==> src/rtl/snn_ctrl_pkg.sv <==
// Shared types and defaults for the spiking-neuron event scheduler.
// Holds the scheduler state encoding and a width helper.
package snn_ctrl_pkg;

  localparam int N_IN_DEF       = 8;
  localparam int ADDR_W_DEF     = 3;
  localparam int REFRACTORY_DEF = 50000;
  localparam int CNT_W_DEF      = 16;

  typedef enum logic [1:0] {
    IDLE    = 2'd0,
    ISSUE   = 2'd1,
    RELEASE = 2'd2
  } sched_state_e;

  function automatic int clog2(input int v);
    int r;
    r = 0;
    for (int i = 0; i < 31; i++) begin
      if ((1 << i) < v) r = i + 1;
    end
    return r;
  endfunction

endpackage

==> src/rtl/rr_arbiter.sv <==
// Combinational round-robin pick: first requesting line
// at or after ptr, wrapping from N_IN-1 back to 0.
module rr_arbiter
  import snn_ctrl_pkg::*;
#(
  parameter int N_IN   = N_IN_DEF,
  parameter int ADDR_W = ADDR_W_DEF
) (
  input  logic [N_IN-1:0]   req,
  input  logic [ADDR_W-1:0] ptr,
  output logic [ADDR_W-1:0] gnt_idx,
  output logic              gnt_valid
);

  always_comb begin
    int s;
    logic [ADDR_W-1:0] idx;
    gnt_idx   = '0;
    gnt_valid = 1'b0;
    s         = 0;
    idx       = '0;
    // Walk from the farthest offset so the nearest hit wins.
    for (int k = N_IN - 1; k >= 0; k--) begin
      s = int'(ptr) + k;
      if (s >= N_IN) s = s - N_IN;
      idx = ADDR_W'(s);
      if (req[idx]) begin
        gnt_idx   = idx;
        gnt_valid = 1'b1;
      end
    end
  end

endmodule

==> src/rtl/spike_event_scheduler.sv <==
// Arbitrates presynaptic spike requests into weight-ROM reads
// and applies a refractory window after each output spike.
module spike_event_scheduler
  import snn_ctrl_pkg::*;
#(
  parameter int N_IN       = N_IN_DEF,
  parameter int ADDR_W     = ADDR_W_DEF,
  parameter int REFRACTORY = REFRACTORY_DEF,
  parameter int CNT_W      = CNT_W_DEF
) (
  input  logic              clk,
  input  logic              resetn,
  input  logic [N_IN-1:0]   spikes_in,
  output logic [N_IN-1:0]   acks_out,
  input  logic              fire,
  output logic [ADDR_W-1:0] rom_addr,
  output logic              rom_en,
  output logic              acc_en,
  output logic              acc_clear,
  output logic              spike_out,
  output logic              busy,
  output logic [CNT_W-1:0]  drop_count
);

  localparam logic [CNT_W-1:0] REFR_LOAD = CNT_W'(REFRACTORY);
  localparam logic [CNT_W-1:0] CNT_MAX   = '1;
  localparam logic [ADDR_W-1:0] LAST_IDX = ADDR_W'(N_IN - 1);

  sched_state_e      state;
  logic [ADDR_W-1:0] ptr;
  logic [ADDR_W-1:0] grant_idx;
  logic [ADDR_W-1:0] arb_idx;
  logic              arb_valid;
  logic [CNT_W-1:0]  refr_cnt;
  logic [CNT_W-1:0]  refr_nxt;
  logic              fire_ok;
  logic              suppress;

  rr_arbiter #(
    .N_IN   (N_IN),
    .ADDR_W (ADDR_W)
  ) u_arb (
    .req       (spikes_in),
    .ptr       (ptr),
    .gnt_idx   (arb_idx),
    .gnt_valid (arb_valid)
  );

  // Outputs are registered, so judge the ISSUE cycle by
  // the refractory and clear state it will actually see.
  always_comb begin
    fire_ok  = fire && (refr_cnt == '0);
    refr_nxt = '0;
    if (fire_ok)
      refr_nxt = REFR_LOAD;
    else if (refr_cnt != '0)
      refr_nxt = refr_cnt - 1'b1;
    suppress = fire_ok || (refr_nxt != '0);
  end

  always_ff @(posedge clk) begin
    if (resetn) begin
      state      <= IDLE;
      ptr        <= '0;
      grant_idx  <= '0;
      refr_cnt   <= '0;
      drop_count <= '0;
      acks_out   <= '0;
      rom_addr   <= '0;
      rom_en     <= 1'b0;
      acc_en     <= 1'b0;
      acc_clear  <= 1'b0;
      spike_out  <= 1'b0;
      busy       <= 1'b0;
    end else begin
      refr_cnt  <= refr_nxt;
      spike_out <= fire_ok;
      acc_clear <= fire_ok;
      rom_en    <= 1'b0;
      acc_en    <= 1'b0;
      unique case (state)
        IDLE: begin
          if (arb_valid) begin
            grant_idx <= arb_idx;
            rom_addr  <= arb_idx;
            rom_en    <= 1'b1;
            acc_en    <= !suppress;
            acks_out  <= N_IN'(1) << arb_idx;
            busy      <= 1'b1;
            state     <= ISSUE;
            if (suppress && drop_count != CNT_MAX)
              drop_count <= drop_count + 1'b1;
          end
        end
        ISSUE: state <= RELEASE;
        RELEASE: begin
          if (!spikes_in[grant_idx]) begin
            acks_out <= '0;
            busy     <= 1'b0;
            state    <= IDLE;
            ptr <= (grant_idx == LAST_IDX) ? '0
                   : grant_idx + 1'b1;
          end
        end
        default: state <= IDLE;
      endcase
    end
  end

endmodule

==> config.mk <==
export PLATFORM = sky130hd
export DESIGN_NAME = spike_event_scheduler
export DESIGN_NICKNAME = d
export VERILOG_FILES = /design/src/rtl/snn_ctrl_pkg.sv /design/src/rtl/rr_arbiter.sv /design/src/rtl/spike_event_scheduler.sv
export SDC_FILE = /design/constraint.sdc
export NUM_CORES = 1
export LEC_CHECK = 0
export CAP_MARGIN = 0
export CORE_ASPECT_RATIO = 0.9
export CORE_UTILIZATION = 35
export CTS_BUF_LIST = sky130_fd_sc_hd__clkbuf_2
export DETAILED_ROUTE_END_ITERATION = 12
export HOLD_SLACK_MARGIN = 0.12
export PLACE_DENSITY = 0.66
export SLEW_MARGIN = 0
export SYNTH_ARGS = -nofsm -noshare
export SYNTH_HDL_FRONTEND = slang
export SYNTH_SLANG_ARGS = --single-unit
==> constraint.sdc <==
create_clock -name clk -period 5.25 [get_ports clk]
set_clock_uncertainty 0.1 [all_clocks]
set_input_delay 0.525 -clock clk [delete_from_list [all_inputs] [get_ports clk]]
set_output_delay 0.525 -clock clk [all_outputs]
set_load 0.05 [all_outputs]
Word level (Yosys, flattened, before mapping)
Cells that the tools add are included. W data, S select, Z words.

Bits in registers: 52. Input bits: 11. Output and inout port bits: 32. Word-level logic and storage cells: 126.

Add/subtract/negate cells: 18. Magnitude comparators: 17. Equal/unequal tests: 6. Shifts and indexed selects: 1. Mux-type cells: 55. Bitwise gates (word level): 3. Reductions and logical operators: 16.

Operators by type and width (number): $mux W3 (17); $lt A3 B4 Y1 const B (9); $mux W16 (2); $reduce_bool A16 Y1 (2); $ge A4 B4 Y1 const B (7); $bmux W1 S3 (9); $sub A3 B1 Y3 const B (8); $mux W1 (20); $add A16 B1 Y16 const B (1); $add A3 B3 Y4 const B (4); $logic_not A16 Y1 (1); $mux W8 (2); $ne A16 B16 Y1 const B (1); $pmux W8 S2 (1); $sub A16 B1 Y16 const B (1); $add A3 B2 Y4 const B (2); $shl A1 B3 Y8 const A (1); $pmux W2 S3 (1); $reduce_and A2 Y1 (3); $reduce_and A3 Y1 (2); $add A3 B1 Y4 const B (1); $ge A3 B4 Y1 const B (1); $mux W2 (2); $ne A2 B2 Y1 const B (2); 13 further kinds (16).

Longest topological paths before layout
Word-level depth: 16. Depth in mapped cells: 13. Gate-level depth less buffers: 9.

Hierarchy
Synthesis repeated with hierarchy kept, for this count alone.

Cell total of the unflattened synthesis: 377. Area total of the unflattened synthesis: 3331.9 um2.

Modules (own cells, without submodules): spike_event_scheduler (instances 1, cells an instance 287, area each 2549.9 um2, sequential area each 1041.0 um2); rr_arbiter (instances 1, cells an instance 90, area each 782.0 um2, sequential area each 0.0 um2).

Worst setup path after synthesis
No wires, ideal clock.

Kind: register -> register. Start point: register ptr[1]. End point: register acks_out[0]. Setup time: 0.062 ns. Data arrival time: 3.819 ns. Required time: 5.088 ns. Setup slack: 1.269 ns. Cell stages (with the launch flop): 13. Buffers on the path: 4. Period minus slack after synthesis: 3.981 ns. Path through: dfxtp_1 > buf_1 > buf_2 > inv_1 > ha_1 > clkbuf_1 > buf_1 > mux2i_1 > mux2i_1 > mux2_2 > o311a_1 > nor4_1 > a32o_1.

Longest elaborated chain between the ends: 16. Elaborated cells on any way between the ends: 68.

RTL lines: from (decl) (line spike_event_scheduler.sv:30) `logic [ADDR_W-1:0] ptr;`; from (signal assigned) (line spike_event_scheduler.sv:101) `ptr <= (grant_idx == LAST_IDX) ? '0`; $add A3 B3 Y4 (line rr_arbiter.sv:24) `s = int'(ptr) + k;`; $ge A4 B4 Y1 or $sub A3 B1 Y3 (tied branches) (line rr_arbiter.sv:25) `if (s >= N_IN) s = s - N_IN;`; $mux W3 (line rr_arbiter.sv:25); $bmux W1 S3 (line rr_arbiter.sv:27) `if (req[idx]) begin`; $mux W1 (implied by the code) (line rr_arbiter.sv:27); $mux W3 (8 in a row) (line rr_arbiter.sv:27); $shl A1 B3 Y8 (line spike_event_scheduler.sv:88) `acks_out <= N_IN'(1) << arb_idx;`; $mux W8 (line spike_event_scheduler.sv:83) `if (arb_valid) begin`; $pmux W8 S2 (line spike_event_scheduler.sv:81) `unique case (state)`; to (signal assigned) (line spike_event_scheduler.sv:88); to (decl) (line spike_event_scheduler.sv:14) `output logic [N_IN-1:0] acks_out,`.

Parallel ways exist; a longest one is shown, timed or not. The select of a mux whose other input is x is not followed. A chain may end at the register's enable or synchronous reset.

Worst setup path after layout
Start point: register ptr[0]. End point: register acks_out[4].

The elaborated chain is that of the path after synthesis.

==> key figures <==
Status
  • Status: finished, final reports clean

Worst hold path
  • Critical hold path startpoint: busy
  • Worst min path class: flop to flop
  • Hold Path Depth: 2
  • Hold EP: busy

Floorplanning
  • Total core area: around 10,000 µm²
  • Die ar.: between 10,000 and 15,000 µm²
  • Std cell rows: 35
  • Die width: approximately 110 µm
  • I/O pins: 43
  • Die height: about 100 µm
  • Initial core utilization: a little over a third

STA
  • Hold Vio Cnt, Final: 0
  • Measured slew at the worst slew-check pin: roughly 0.84 ns
  • Final setup fails: 0
  • Setup TNS: 0 ns
  • Max-slew violation count: 0
  • Slew HR: between 40% and 50%
  • Peak Freq: between 0.2 and 0.25 GHz
  • Fin crit share: around four fifths
  • RSZ-0062 raised after global routing: no
  • Final min period: roughly 4.2 ns

Power and ir drop
  • Peak supply drop: approximately 0.16 mV
  • Leak: roughly 1.5 nW
  • Power Dens Cells: between 400 and 500 nW/µm²

Critical path
  • Reg2reg start: ptr[0]
  • Worst R2R End: acks_out[4]
  • Crit-path cells: buf_4 -> clkinv_1 -> ha_1 -> mux2i_1 -> mux2i_1 -> o221a_2 -> or3_1 -> o311ai_1 -> o21ai_0 -> a32o_1
  • CP Class: flop to flop
  • Critical Path RT: 5.47 ns
  • Crit path max-delay cell type: ha_1
  • Critical Path Start Type: flop
  • CP arrival: 4.45 ns
  • Critical path fanouts, max: 28
  • Buf/Inv on CP: 2
  • Top Family by Delay on Critical Path: compound AO/OA/AOI/OAI gates
  • R2R depth: 10
  • Slowest stage delay, CP: between 0.8 and 0.9 ns
  • Reg2reg setup slack: between 1 and 1.5 ns
  • CP dominant cell by count: mux2i_1
  • Setup crit end kind: flop

CTS
  • CTS root buf: clkbuf_2
  • Clk sinks: 52
  • Post_cts resized: 0
  • TritonCTS clock tree: done
  • H-tree levels: 2
  • # hold bufs at CTS: 0
  • CTS buffer count: 5
  • Clk_lat worst skew: slightly above 0.4 ns
  • Setup bufs post-CTS: 0
  • Clock Path Buffers: 2
  • Clock-pin slew on the worst setup and hold paths: 0.26 ns

Finish
  • Fin cells: 570
  • Most frequent cells in the layout: dfxtp_1, nor2_1, clkdlybuf4s50_1
  • Filler cell count: approximately 990
  • Multi-input logic area: 2470 µm²
  • Storage cell area: around 1000 µm²
  • Final Core Density: 40.9%
  • Final net count: 458
  • Commonest non-fill, non-tap cell in the layout: dfxtp_1
  • Ant diodes: 0
  • Area Growth Syn to Fin: 13.2%
  • Layout cells sized above 1: between 10% and 20%

Synthesis
  • Register area share after synthesis: 28.0%
  • Syn nets: between 400 and 500
  • Synth Area per Inst: between 8 and 9 µm²
  • Yosys warning count: 0
  • Post-Syn Area: around 3700 µm²
  • #FFs+latches synth: between 50 and 60
  • Post-Synthesis Cells: around 420
  • Ys flop type: dfxtp_1
  • Synth unique cells: 63
  • Async S/R FF share, synth: 0%
  • Post-synth EDFFs: 0

Drt
  • DR iter-0 viols: 142
  • Drt wl/cell: between 15 and 20 µm
  • Vias per Instance: 5.81
  • DRC: 0
  • Total wire length: around 9 mm
  • Total number of vias: ~3.3k
  • Post-DRT Antenna Nets: 0
  • Router iterations before antenna repair: 4

Placement
  • Placed Cells: roughly 560
  • PortBufs: 42
  • Gpl congestion: between 0.9 and 1
  • Detailed placement HPWL: around 6.5 mm

GRT
  • All-Layer GR Usage: ~17%
  • Antenna violations before repair: 0
  • Pin count of the biggest net entering global routing: 29
  • Vias in the first global route: between 3k and 4k
  • Overflow after GRT: 0
  • First-pass GRT wire length: 15.4 mm

Flow run
  • Maxcap violations: 0
[synth_stat cells, drive strengths merged, types with 7 or more instances]
cell | count | area [µm²]
nor4 | 19 | 119
nand3 | 13 | 65.1
mux2i | 23 | 230
inv | 10 | 37.5
clkbuf | 25 | 93.8
a32o | 8 | 80.1
nor2b | 10 | 62.6
xnor2 | 10 | 87.6
nor3 | 10 | 50.1
o21ai | 7 | 35.0
mux4 | 14 | 315
mux2 | 20 | 229
buf | 12 | 67.6
nor2 | 43 | 161
dfxtp | 52 | 1040
a21oi | 15 | 75.1
nand2b | 7 | 43.8
nand2 | 24 | 90.1
[worst register-to-register path: cells and delay by family (launching register included)]
family                   cells  cell delay [ns]
AND/OR/NAND/NOR              1             0.39
flip-flops                   1             0.37
multiplexers                 2             0.45
adder cells (fa/ha/maj)      1             0.86
buffers and inverters        2             0.62
AO/OA/AOI/OAI                4             1.34
[stage by stage]
stage	worst slack, ns	total power [W]	area (µm²)	hold WS, ns
after floorplan	1.27	0.00135	3720	0.349
after global placement	1.28	0.00151	4180	0.361
after detailed placement	1.14	0.00154	4180	0.364
after CTS	1.07	0.00169	4210	0.413
after global routing	0.772	0.00182	4210	0.423
final	1.02	0.00169	4210	0.404
[power by group]
group	internal (W)	leakage [nW]	switching (W)
logic	0.000404	1.04	0.000531
registers	0.000480	0.424	0.000121
clock network	0.0000275	0.0239	0.000122
[kinds of logic after synthesis]
logic type | count (synthesis) | share of synthesized area, %
AO/OA/AOI/OAI | 86 | 17.8
XOR/XNOR | 11 | 2.59
adder cells (fa/ha/maj) | 6 | 2.02
buffers and inverters | 49 | 5.55
flip-flops | 52 | 28.0
multiplexers | 57 | 20.8
AND/OR/NAND/NOR | 163 | 23.2
[layer usage]
metal / track usage, % / part of all wire (%) / up-vias
met3: 3.02 / 5.6 / 10
met2: 26.1 / 44 / 97
met4: 3.69 / 1.2 / 0
met1: 23.9 / 49 / 1565
li1: - / - / 1641
met5: 0 / 0 / -
[layout make-up]
class / instances / share of cell area [%]
clock inverter: 2 / 0.178
multi-input combinational: 323 / 58.7
sequential: 52 / 24.7
inverter: 12 / 1.07
tap: 129 / 3.83
clock buffer: 5 / 0.594
timing repair buffer: 47 / 10.9
[worst max-delay path by stage]
stage                        endpoint  cells after the start  slack [ns]   start
after CTS                 acks_out[4]                     10        1.07  ptr[0]
after detailed placement  acks_out[4]                     10        1.14  ptr[0]
after floorplan           acks_out[0]                     12        1.27  ptr[1]
after global routing      acks_out[4]                     10        0.77  ptr[0]
final                     acks_out[4]                     10        1.02  ptr[0]
after global placement    acks_out[0]                     10        1.28  ptr[0]
[state kept, by name, indices dropped and copies added (netlist names), 2 cells and up]
name / cells
acks_out: 8
drop_count: 16
grant_idx: 3
ptr: 3
refr_cnt: 16
state: 2
Note: power is estimated with default switching activity, not from simulation.
